<file path="src/rtl/ahb_cmd_decoder_if.sv">
// Request bus between the JTAG AHB command decoder and the AHB master stage.
// The decoder drives the queued transfer; the master stage returns ready.
interface ahb_cmd_decoder_if #(
    parameter int ADDR_W = 32,
    parameter int DATA_W = 32
);
    logic              req_valid;
    logic              req_ready;
    logic              req_write;
    logic [ADDR_W-1:0] req_addr;
    logic [DATA_W-1:0] req_wdata;
    logic [1:0]        req_size;

    modport master (
        output req_valid,
        output req_write,
        output req_addr,
        output req_wdata,
        output req_size,
        input  req_ready
    );

    modport slave (
        input  req_valid,
        input  req_write,
        input  req_addr,
        input  req_wdata,
        input  req_size,
        output req_ready
    );
endinterface

</file>
<file path="src/rtl/ahb_cmd_decoder.sv">
// Decodes JTAG AHB DR updates into SET_ADDR/WRITE/READ/NOP commands, tracks the
// current address with auto-increment, and queues transfers in a FWFT FIFO.
module ahb_cmd_decoder #(
    parameter int DEPTH  = 4,
    parameter int ADDR_W = 32,
    parameter int DATA_W = 32
) (
    input  logic                    TCK,
    input  logic                    tlr_reset,
    input  logic [40:0]             parallel_out,
    input  logic                    winc,
    ahb_cmd_decoder_if.master       req,
    output logic [$clog2(DEPTH):0]  fifo_count,
    output logic                    overflow,
    output logic [ADDR_W-1:0]       cur_addr
);
    localparam int AW = $clog2(DEPTH);
    localparam int PW = AW + 1;

    typedef enum logic [1:0] {
        OP_NOP      = 2'b00,
        OP_SET_ADDR = 2'b01,
        OP_WRITE    = 2'b10,
        OP_READ     = 2'b11
    } opcode_t;

    // Size 11 has no AHB meaning here; it is folded onto a word transfer.
    function automatic logic [1:0] norm_size(input logic [1:0] sz);
        return (sz == 2'b11) ? 2'b10 : sz;
    endfunction

    function automatic logic [ADDR_W-1:0] addr_step(input logic [1:0] sz);
        return ADDR_W'(1) << sz;
    endfunction

    opcode_t     op;
    logic        ainc;
    logic [1:0]  size_n;
    logic [31:0] payload;
    logic        unused_bits;

    assign op          = opcode_t'(parallel_out[40:39]);
    assign ainc        = parallel_out[36];
    assign size_n      = norm_size(parallel_out[35:34]);
    assign payload     = parallel_out[31:0];
    assign unused_bits = ^{parallel_out[38:37], parallel_out[33:32]};

    logic          winc_q;
    logic          fire;
    logic          is_xfer;
    logic [PW-1:0] wr_ptr;
    logic [PW-1:0] rd_ptr;
    logic          full;
    logic          empty;
    logic          do_pop;
    logic          do_push;
    logic          drop;

    assign fire    = winc & ~winc_q & ~tlr_reset;
    assign is_xfer = fire & ((op == OP_WRITE) | (op == OP_READ));
    assign empty   = (wr_ptr == rd_ptr);
    assign full    = (wr_ptr[PW-1] != rd_ptr[PW-1]) && (wr_ptr[AW-1:0] == rd_ptr[AW-1:0]);
    assign do_pop  = ~empty & req.req_ready;
    // A pop in the same cycle frees the slot, so a full FIFO still accepts.
    assign do_push = is_xfer & (~full | do_pop);
    assign drop    = is_xfer & full & ~do_pop;

    assign fifo_count = wr_ptr - rd_ptr;

    always_ff @(posedge TCK) begin
        if (tlr_reset) begin
            winc_q   <= 1'b0;
            wr_ptr   <= '0;
            rd_ptr   <= '0;
            overflow <= 1'b0;
            cur_addr <= '0;
        end else begin
            winc_q <= winc;
            if (do_pop)
                rd_ptr <= rd_ptr + PW'(1);
            if (do_push)
                wr_ptr <= wr_ptr + PW'(1);
            if (drop)
                overflow <= 1'b1;
            if (fire && op == OP_SET_ADDR)
                cur_addr <= payload[ADDR_W-1:0];
            else if (do_push && ainc)
                cur_addr <= cur_addr + addr_step(size_n);
        end
    end

    // Storage holds no reset: entries are only visible between valid pointers.
    logic              mem_write [DEPTH];
    logic [ADDR_W-1:0] mem_addr  [DEPTH];
    logic [DATA_W-1:0] mem_wdata [DEPTH];
    logic [1:0]        mem_size  [DEPTH];
    logic [AW-1:0]     wr_idx;
    logic [AW-1:0]     rd_idx;

    assign wr_idx = wr_ptr[AW-1:0];
    assign rd_idx = rd_ptr[AW-1:0];

    always_ff @(posedge TCK) begin
        if (do_push) begin
            mem_write[wr_idx] <= (op == OP_WRITE);
            mem_addr[wr_idx]  <= cur_addr;
            mem_wdata[wr_idx] <= (op == OP_WRITE) ? payload[DATA_W-1:0] : '0;
            mem_size[wr_idx]  <= size_n;
        end
    end

    assign req.req_valid = ~empty;
    assign req.req_write = ~empty & mem_write[rd_idx];
    assign req.req_addr  = empty ? '0 : mem_addr[rd_idx];
    assign req.req_wdata = empty ? '0 : mem_wdata[rd_idx];
    assign req.req_size  = empty ? 2'b00 : mem_size[rd_idx];
endmodule

</file>
<file path="src/flat_wrapper.sv">
// flat-port wrapper written by rule: the top's interface ports become plain ports
module ahb_cmd_decoder_flat 
#(
    parameter int DEPTH  = 4,
    parameter int ADDR_W = 32,
    parameter int DATA_W = 32
)
  (TCK, tlr_reset, parallel_out, winc, fifo_count, overflow, cur_addr, req_req_valid, req_req_write, req_req_addr, req_req_wdata, req_req_size, req_req_ready);
  ahb_cmd_decoder_if #(.ADDR_W(ADDR_W), .DATA_W(DATA_W)) req_i ();
  input  logic TCK;
  input  logic tlr_reset;
  input  logic [40:0] parallel_out;
  input  logic winc;
  output logic [$clog2(DEPTH):0] fifo_count;
  output logic overflow;
  output logic [ADDR_W-1:0] cur_addr;
  output wire logic [$bits(req_i.req_valid)-1:0] req_req_valid;
  output wire logic [$bits(req_i.req_write)-1:0] req_req_write;
  output wire logic [$bits(req_i.req_addr)-1:0] req_req_addr;
  output wire logic [$bits(req_i.req_wdata)-1:0] req_req_wdata;
  output wire logic [$bits(req_i.req_size)-1:0] req_req_size;
  input wire logic [$bits(req_i.req_ready)-1:0] req_req_ready;
  assign req_req_valid = req_i.req_valid;
  assign req_req_write = req_i.req_write;
  assign req_req_addr = req_i.req_addr;
  assign req_req_wdata = req_i.req_wdata;
  assign req_req_size = req_i.req_size;
  assign req_i.req_ready = req_req_ready;
  ahb_cmd_decoder #(.DEPTH(DEPTH), .ADDR_W(ADDR_W), .DATA_W(DATA_W)) u_core (.TCK(TCK), .tlr_reset(tlr_reset), .parallel_out(parallel_out), .winc(winc), .req(req_i), .fifo_count(fifo_count), .overflow(overflow), .cur_addr(cur_addr));
endmodule
</file>
<file path="config.mk">
export PLATFORM = sky130hd
export DESIGN_NAME = ahb_cmd_decoder_flat
export DESIGN_NICKNAME = d
export VERILOG_FILES = /design/src/rtl/ahb_cmd_decoder_if.sv /design/src/rtl/ahb_cmd_decoder.sv /design/src/flat_wrapper.sv
export SDC_FILE = /design/constraint.sdc
export NUM_CORES = 1
export LEC_CHECK = 0
export CORE_ASPECT_RATIO = 1.4
export CORE_MARGIN = 3
export CORE_UTILIZATION = 56
export CTS_CLUSTER_SIZE = 12
export DETAILED_ROUTE_END_ITERATION = 10
export PLACE_DENSITY_LB_ADDON = 0.05
export SLEW_MARGIN = 10
export SYNTH_ARGS = -nofsm -noshare
export SYNTH_HDL_FRONTEND = slang
export SYNTH_SLANG_ARGS = --single-unit
</file>
<file path="constraint.sdc">
create_clock -name TCK -period 4 [get_ports TCK]
set_clock_uncertainty 0.05 [all_clocks]
set_input_delay 0.4 -clock TCK [delete_from_list [all_inputs] [get_ports TCK]]
set_output_delay 0.4 -clock TCK [all_outputs]
set_load 0.005 [all_outputs]
</file>
==> flow_summary.toml <==
[place]
post_dp_cell_area_mm2 = 0.01473
port_buffers = 144
dp_hpwl_um = 17920
placedCellCount = 1195
place_congestion = 0.8140

[drt]
drt_wl_total_um = 28500
drt_iter0_markers = 626
post-route-drc-count = 0
first_pass_iters = 5
ant_nets = 0
routed-via-count = 7504
via_per_inst = 5.998
routedWlPerCell_um = 22.78

[synthesis]
synthCells = 777
ys_async_sr_fraction = 0
synth_seq_cells = 310
syn_area_per_cell_um2 = 16.52
syn_nets = 835
synth.most_common_cell = "edfxtp_1"
synth_top_cell_by_area = "edfxtp_1"
netlist_area_mm2 = 0.01284
yosys_most_used_dff = "edfxtp_1"
synth_top_cell_area_share = 0.6269
ys_seq_area_frac = 0.6924
synth_commonest_cells = "edfxtp_1, and2_1, mux4_2"
synth.distinct_cells = 56
synthTopCellsByArea = "edfxtp_1, mux4_2, dfxtp_1"
yosys_warnings = 0
synth_edf_count = 268

[timing]
period_minus_slack_ps = 3688
clock.fmax_mhz = 271.1
fin_crit_sh = 0.9221
relSlewSlack = 0.2564
finalSetupViolCount = 0
rsz0062_at_grt = "false"
tightest_slew_ps = 1111
hold_violations = 0
setup_tns_ps = 0
slew_viol_final = 0

[worst_setup_path]
reg2reg_depth = 8
cp-end-kind = "output pin"
critical_path_buf_inv_count = 3
crit_required_ps = 3550
cpMaxStageDelayCell = "nand3_2"
path_class = "reg2out"
path_depth = 6
crit_arrival_ps = 3240
slowest_delay_ps = 650
cp_top_family = "buffers and inverters"
cp_cell_sequence = "inv_1 -> ha_1 -> nand3_2 -> buf_4 -> and2_1 -> clkdlybuf4s50_1"
start_kind = "flip-flop"
crit_path_max_fanout = 33

[worst_hold_path]
whs_path_depth = 2
worstHoldPathType = "reg2reg"

[clocking]
clock_latency_ps = 540
cts_root_buf = "clkbuf_16"
clk_path_buf_depth = 3
cts.sinks = 310
cts_resized = 0
cts_max_level = 1
holdBufCountCts = 0
cts_buffers = 30
cts.clk_slew.worst_paths_ps = 60
cts_tree = "built"
postCtsSetupBuffers = 0

[finish]
syn_to_final_growth_pct = 21.76
drive_gt1_frac = 0.1457
antenna_cells = 0
finalInstanceArea_mm2 = 0.01563
final_cells = 1251
nFillCells = 1489
fin_nets = 988
fin_util = 0.7047

[global_routing]
busiest_layer = "met2"
grt_start_max_net_pins = 61
grt_pass1_vias = 7987
grt_usage = 0.2350
antenna_found_initial = 0
gr-usage-met3 = 0.03533
grt_pass1_wl_um = 44740
gr-usage-met1 = 0.2993
met2_usage = 0.4234
grt_overflow = 0

[pwr]
cellLeakagePower_uw = 0.005092
peakVddDrop_v = 0.0003522
power-per-cell-area_mw_per_mm2 = 440.2

[die]
fp.dieH_um = 185.1
coreArea_mm2 = 0.02218
num_rows = 64
start_util = 0.5787
io_pins = 149
dieArea_mm2 = 0.02480
die_w_um = 134.0

[outcome]
outcome = "complete, no violations"

[run]
cap_violations = 0
==> layer usage <==
metal	share of wire	vias to the layer above
li1	-	3356
met1	0.38	3832
met2	0.54	270
met3	0.057	46
met4	0.022	0
met5	0	-
==> worst paths after layout <==
kind	startpoint	endpoint	slack [ps]
worst min-delay path	u_core.overflow	u_core.overflow	440
worst max-delay path	u_core.wr_ptr[0]	req_req_wdata[9]	310
worst max register to register	u_core.wr_ptr[0]	u_core.cur_addr[5]	1130
worst min register to register	u_core.overflow	u_core.overflow	440
==> cells by family (layout without fill, tap and decap cells) <==
| kind of cell | Yosys count | in the layout | synth area share |
|---|---|---|---|
| simple gates | 235 | 235 | 0.1069 |
| flops | 310 | 310 | 0.6924 |
| fa+ha+maj | 13 | 13 | 0.01384 |
| other cells | 1 | 1 | 0.0002921 |
| buf+inv | 57 | 234 | 0.01774 |
| mux | 68 | 68 | 0.1184 |
| xor+xnor | 12 | 12 | 0.008187 |
| compound gates | 81 | 81 | 0.04220 |
==> metrics by stage <==
stage / hold slack [ps] / worst slack, ps / power (uW)
after floorplan: 410.5 / 581.2 / 3965
after global placement: 408.4 / 800.7 / 4328
after detailed placement: 427.9 / 674.0 / 4342
after CTS: 422.2 / 274.1 / 6938
after global routing: 459.5 / 138.1 / 7119
final: 444.9 / 311.7 / 6881
==> power by group <==
group | leakage [uW] | switching [uW] | total, uW | internal [uW]
Sequential | 0.00282 | 51.2 | 3580 | 3530
Clock | 0.000432 | 1130 | 2620 | 1490
Combinational | 0.00184 | 277 | 674 | 398
Total | 0.00509 | 1460 | 6880 | 5420
==> sequential cells by signal, indices dropped and copies added, names as in the netlist, named ones only <==
register,cells
u_core.mem_wdata,128
u_core.winc_q,1
u_core.wr_ptr,3
u_core.mem_size,8
u_core.mem_write,4
u_core.cur_addr,32
u_core.mem_addr,128
u_core.overflow,1
u_core.rd_ptr,3
==> worst reg2reg max path, stage by stage (launching register included) <==
cell	delay (ps)
dfxtp_1	400
inv_1	110
ha_1	350
nand3b_1	120
o211a_1	220
buf_4	210
nor2_1	860
o21ai_0	250
a31oi_1	220
==> final cells by class <==
type	count	area [um^2]	area share
inverter	13	48.80	0.003122
multi-input combinational	410	3742	0.2394
clock inverter	1	5.005	0.0003202
timing repair buffer	165	1674	0.1071
sequential	310	8894	0.5690
clock buffer	55	895.9	0.05731
tap	297	371.6	0.02377
==> cell usage in the layout (no fill, tap or decap), types with 3 or more instances in the layout <==
| cell type | instances |
|---|---|
| or3_1 | 4 |
| o211ai_1 | 9 |
| clkbuf_8 | 3 |
| a31oi_1 | 15 |
| xor2_1 | 7 |
| a41oi_1 | 3 |
| a211oi_1 | 4 |
| nand4_1 | 11 |
| mux4_2 | 67 |
| clkbuf_16 | 31 |
| a32oi_1 | 5 |
| and2_2 | 3 |
| ha_1 | 11 |
| nand3_1 | 20 |
| nor2_1 | 26 |
| buf_12 | 6 |
| and2_1 | 101 |
| buf_4 | 15 |
| dfxtp_1 | 40 |
| a2bb2oi_1 | 4 |
| clkdlybuf4s50_1 | 144 |
| nand2_1 | 24 |
| and3_1 | 7 |
| nor2b_1 | 3 |
| nor3_1 | 5 |
| or4_1 | 9 |
| o21ai_0 | 11 |
| inv_1 | 13 |
| nand3b_1 | 3 |
| xnor2_1 | 5 |
| a21oi_1 | 17 |
| edfxtp_1 | 268 |
| clkbuf_1 | 21 |
Power figures use the tool's default switching activity.
==> RTL change (same flow settings) <==
`DEPTH` is set to 4 in 2 places; all go to 8.
--- a/src/rtl/ahb_cmd_decoder.sv
+++ b/src/rtl/ahb_cmd_decoder.sv
@@ -1,7 +1,7 @@
 // Decodes JTAG AHB DR updates into SET_ADDR/WRITE/READ/NOP commands, tracks the
 // current address with auto-increment, and queues transfers in a FWFT FIFO.
 module ahb_cmd_decoder #(
-    parameter int DEPTH  = 4,
+    parameter int DEPTH  = 8,
     parameter int ADDR_W = 32,
     parameter int DATA_W = 32
 ) (
--- a/src/flat_wrapper.sv
+++ b/src/flat_wrapper.sv
@@ -1,7 +1,7 @@
 // flat-port wrapper written by rule: the top's interface ports become plain ports
 module ahb_cmd_decoder_flat 
 #(
-    parameter int DEPTH  = 4,
+    parameter int DEPTH  = 8,
     parameter int ADDR_W = 32,
     parameter int DATA_W = 32
 )
Interface: changed (resized fifo_count); port bits go from 149 to 150. The function was not compared with the original's and may differ.
==> RTL change against the unedited design <==
Sequential cell count up 271. Power up 79%. Die area up 77%. Design area up 73%. Setup slack better by 0.24 ns. Synthesized area up 80%. Routed wire length up 77%. Fmax up 6.9%. Register-to-register slack worse by 0.31 ns. Largest power group unchanged. Highest routed layer is now met5.
==> RTL change: results (changes against the unedited design) <==
* Routability cong. at 0.7924 (-2.7%)
* Top flop regs: u_core.mem_addr (256), u_core.mem_wdata (256), u_core.cur_addr (32)
* Hold Crit Class: reg -> reg
* H-tree depth at 2 (+1)
* Post-synth cell types at 61 (+8.9%)
* DR top layer: met5
* Cts bufs inserted at 55 (+83%)
* Top delay family on crit path: buffers and inverters
* Setup crit end: req_req_addr[15]
* Post-CTS setup buffer count at 0 (unchanged)
* Vias in the first global route at 12,600 (+58%)
* Later-pin clock latency in the skew report at 0.58 ns (+0.04 ns)
* Fraction of layout instances using a drive strength above 1 at 0.1787 (+0.03299)
* DRT iter0 DRCs at 1,036 (+65%)
* Max_slew headroom at 0.4280 (+0.1716)
* Post-synthesis sequential area ratio at 0.7344 (+0.04203)
* R2R setup slack at 0.82 ns (-0.31 ns)
* Critical Path Start: u_core.wr_ptr[2]
* Met2 Routed Length at 25,220 um (+65%)
* Status: completed
* Final net count at 1,436 (+45%)
* CP max FO at 32 (-3.0%)
* Post-synth EDFFs at 536 (+100%)
* Path depth of the worst reg2reg path at 6 (-2)
* Static Leak at 8.378 nW (+65%)
* Drt total wl at 50,350 um (+77%)
* Largest net degree at the start of global routing at 68 (+11%)
* Top post-synthesis cells by count: edfxtp_1 (536), mux4_2 (134), nor2_1 (93)
* Global Route Usage Sum at 0.2369 (+0.001901)
* Max incr delay on CP at 0.67 ns (+0.02 ns)
* Crit Reg-Reg Endpoint: u_core.mem_wdata[6][20]
* Initial antenna violation count at 2 (+2)
* Pre-antenna DRT Iters at 5 (unchanged)
* Wire length on met1 at 21,260 um (+94%)
* Slowest library cell on the worst path: dfxtp_1
* Syn Nets at 1,269 (+52%)
* Peak VDD IR at 0.3115 mV (-12%)
* Number of port buffers at 145 (+0.69%)
* Clock slew at reported path FFs at 0.06 ns (about the same)
* Met3 WL at 2707 um (+66%)
* Final HPWL DP at 28,760 um (+61%)
* Crit path DAT at 3.00 ns (-0.24 ns)
* Cts repair resizes at 0 (unchanged)
* Synth async-reset ratio at 0 (unchanged)
* Largest cells by area after synthesis: edfxtp_1 (70%), mux4_2 (13%), dfxtp_1 (3.9%)
* First-pass GRT wire length at 77,380 um (+73%)
* Via count at 12,000 (+60%)
* Clock tree buffer depth at 3 (unchanged)
* Root Buffer: clkbuf_16
* Warnings from Yosys at 0 (unchanged)
* Top FF cell, synth: edfxtp_1
RTL change: changes by cell type in the layout (fill, tap and decap cells not counted), sizes merged, moves of 5 or more:
cell    unedited run  this run
nand2             24        35
mux4              67       134
edfxtp           268       536
o311ai             0         5
mux2i              0        67
o21ai             11         6
nor2              27        93
and2             106        34
buf               21        36
clkbuf            55       100
RTL change: worst min-delay path by stage:
stage | startpoint | end | slack (ns) | cells past startpoint
2_1_floorplan | u_core.overflow | u_core.overflow | 0.41 | 1
3_3_place_gp | u_core.rd_ptr[3] | u_core.rd_ptr[3] | 0.46 | 2
5_1_grt | parallel_out[25] | u_core.cur_addr[25] | 0.48 | 3
4_1_cts | winc | u_core.winc_q | 0.45 | 2
3_5_place_dp | u_core.overflow | u_core.overflow | 0.45 | 1
6_report | u_core.rd_ptr[3] | u_core.rd_ptr[3] | 0.47 | 2
RTL change: through the flow:
step	instance area [um^2]	total power, mW	instances	setup WS (ns)
floorplan	23200	7.329	1213	-0.6416
global placement	25470	7.742	1857	0.8239
detailed placement	25470	7.753	1857	0.7325
CTS	27090	12.47	1961	0.4916
global route	27090	12.77	1962	0.4368
finish	27090	12.34	1962	0.5484
RTL change: worst min-delay path: stages, from the launching register on:
cell and delay (ns):
dfxtp_1 0.34, o21ai_0 0.08, a21oi_1 0.06
RTL change: logic make-up after synthesis:
kind of cell,Yosys count,share of synthesized area
XOR/XNOR,15,0.006002
multiplexers,201,0.1594
AO/OA/AOI/OAI,79,0.02509
other,1,0.0001620
buffers and inverters,86,0.01649
AND/OR/NAND/NOR,239,0.05185
adder cells (fa/ha/maj),11,0.006596
flip-flops,581,0.7344
RTL change: per-layer routing:
metal	vias up	track usage
met5	-	0
met3	69	0.03484
met1	6288	0.3364
li1	5257	-
met2	386	0.3898
met4	2	0.06542
RTL change: cell type report:
| type | instances | area (um^2) |
|---|---|---|
| clock buffer | 100 | 1577 |
| fill | 2767 | 13510 |
| timing repair buffer | 181 | 1884 |
| sequential | 581 | 17010 |
| tap | 534 | 668.1 |
| clock inverter | 4 | 40.04 |
| inverter | 15 | 56.30 |
| multi-input combinational | 546 | 5853 |
| antenna | 1 | 2.502 |
RTL change: report_power, final:
group          leakage, nW  internal [mW]  switching [mW]
logic                 2.26          0.491           0.425
registers             5.35           6.63          0.0595
clock network        0.767           2.65            2.09
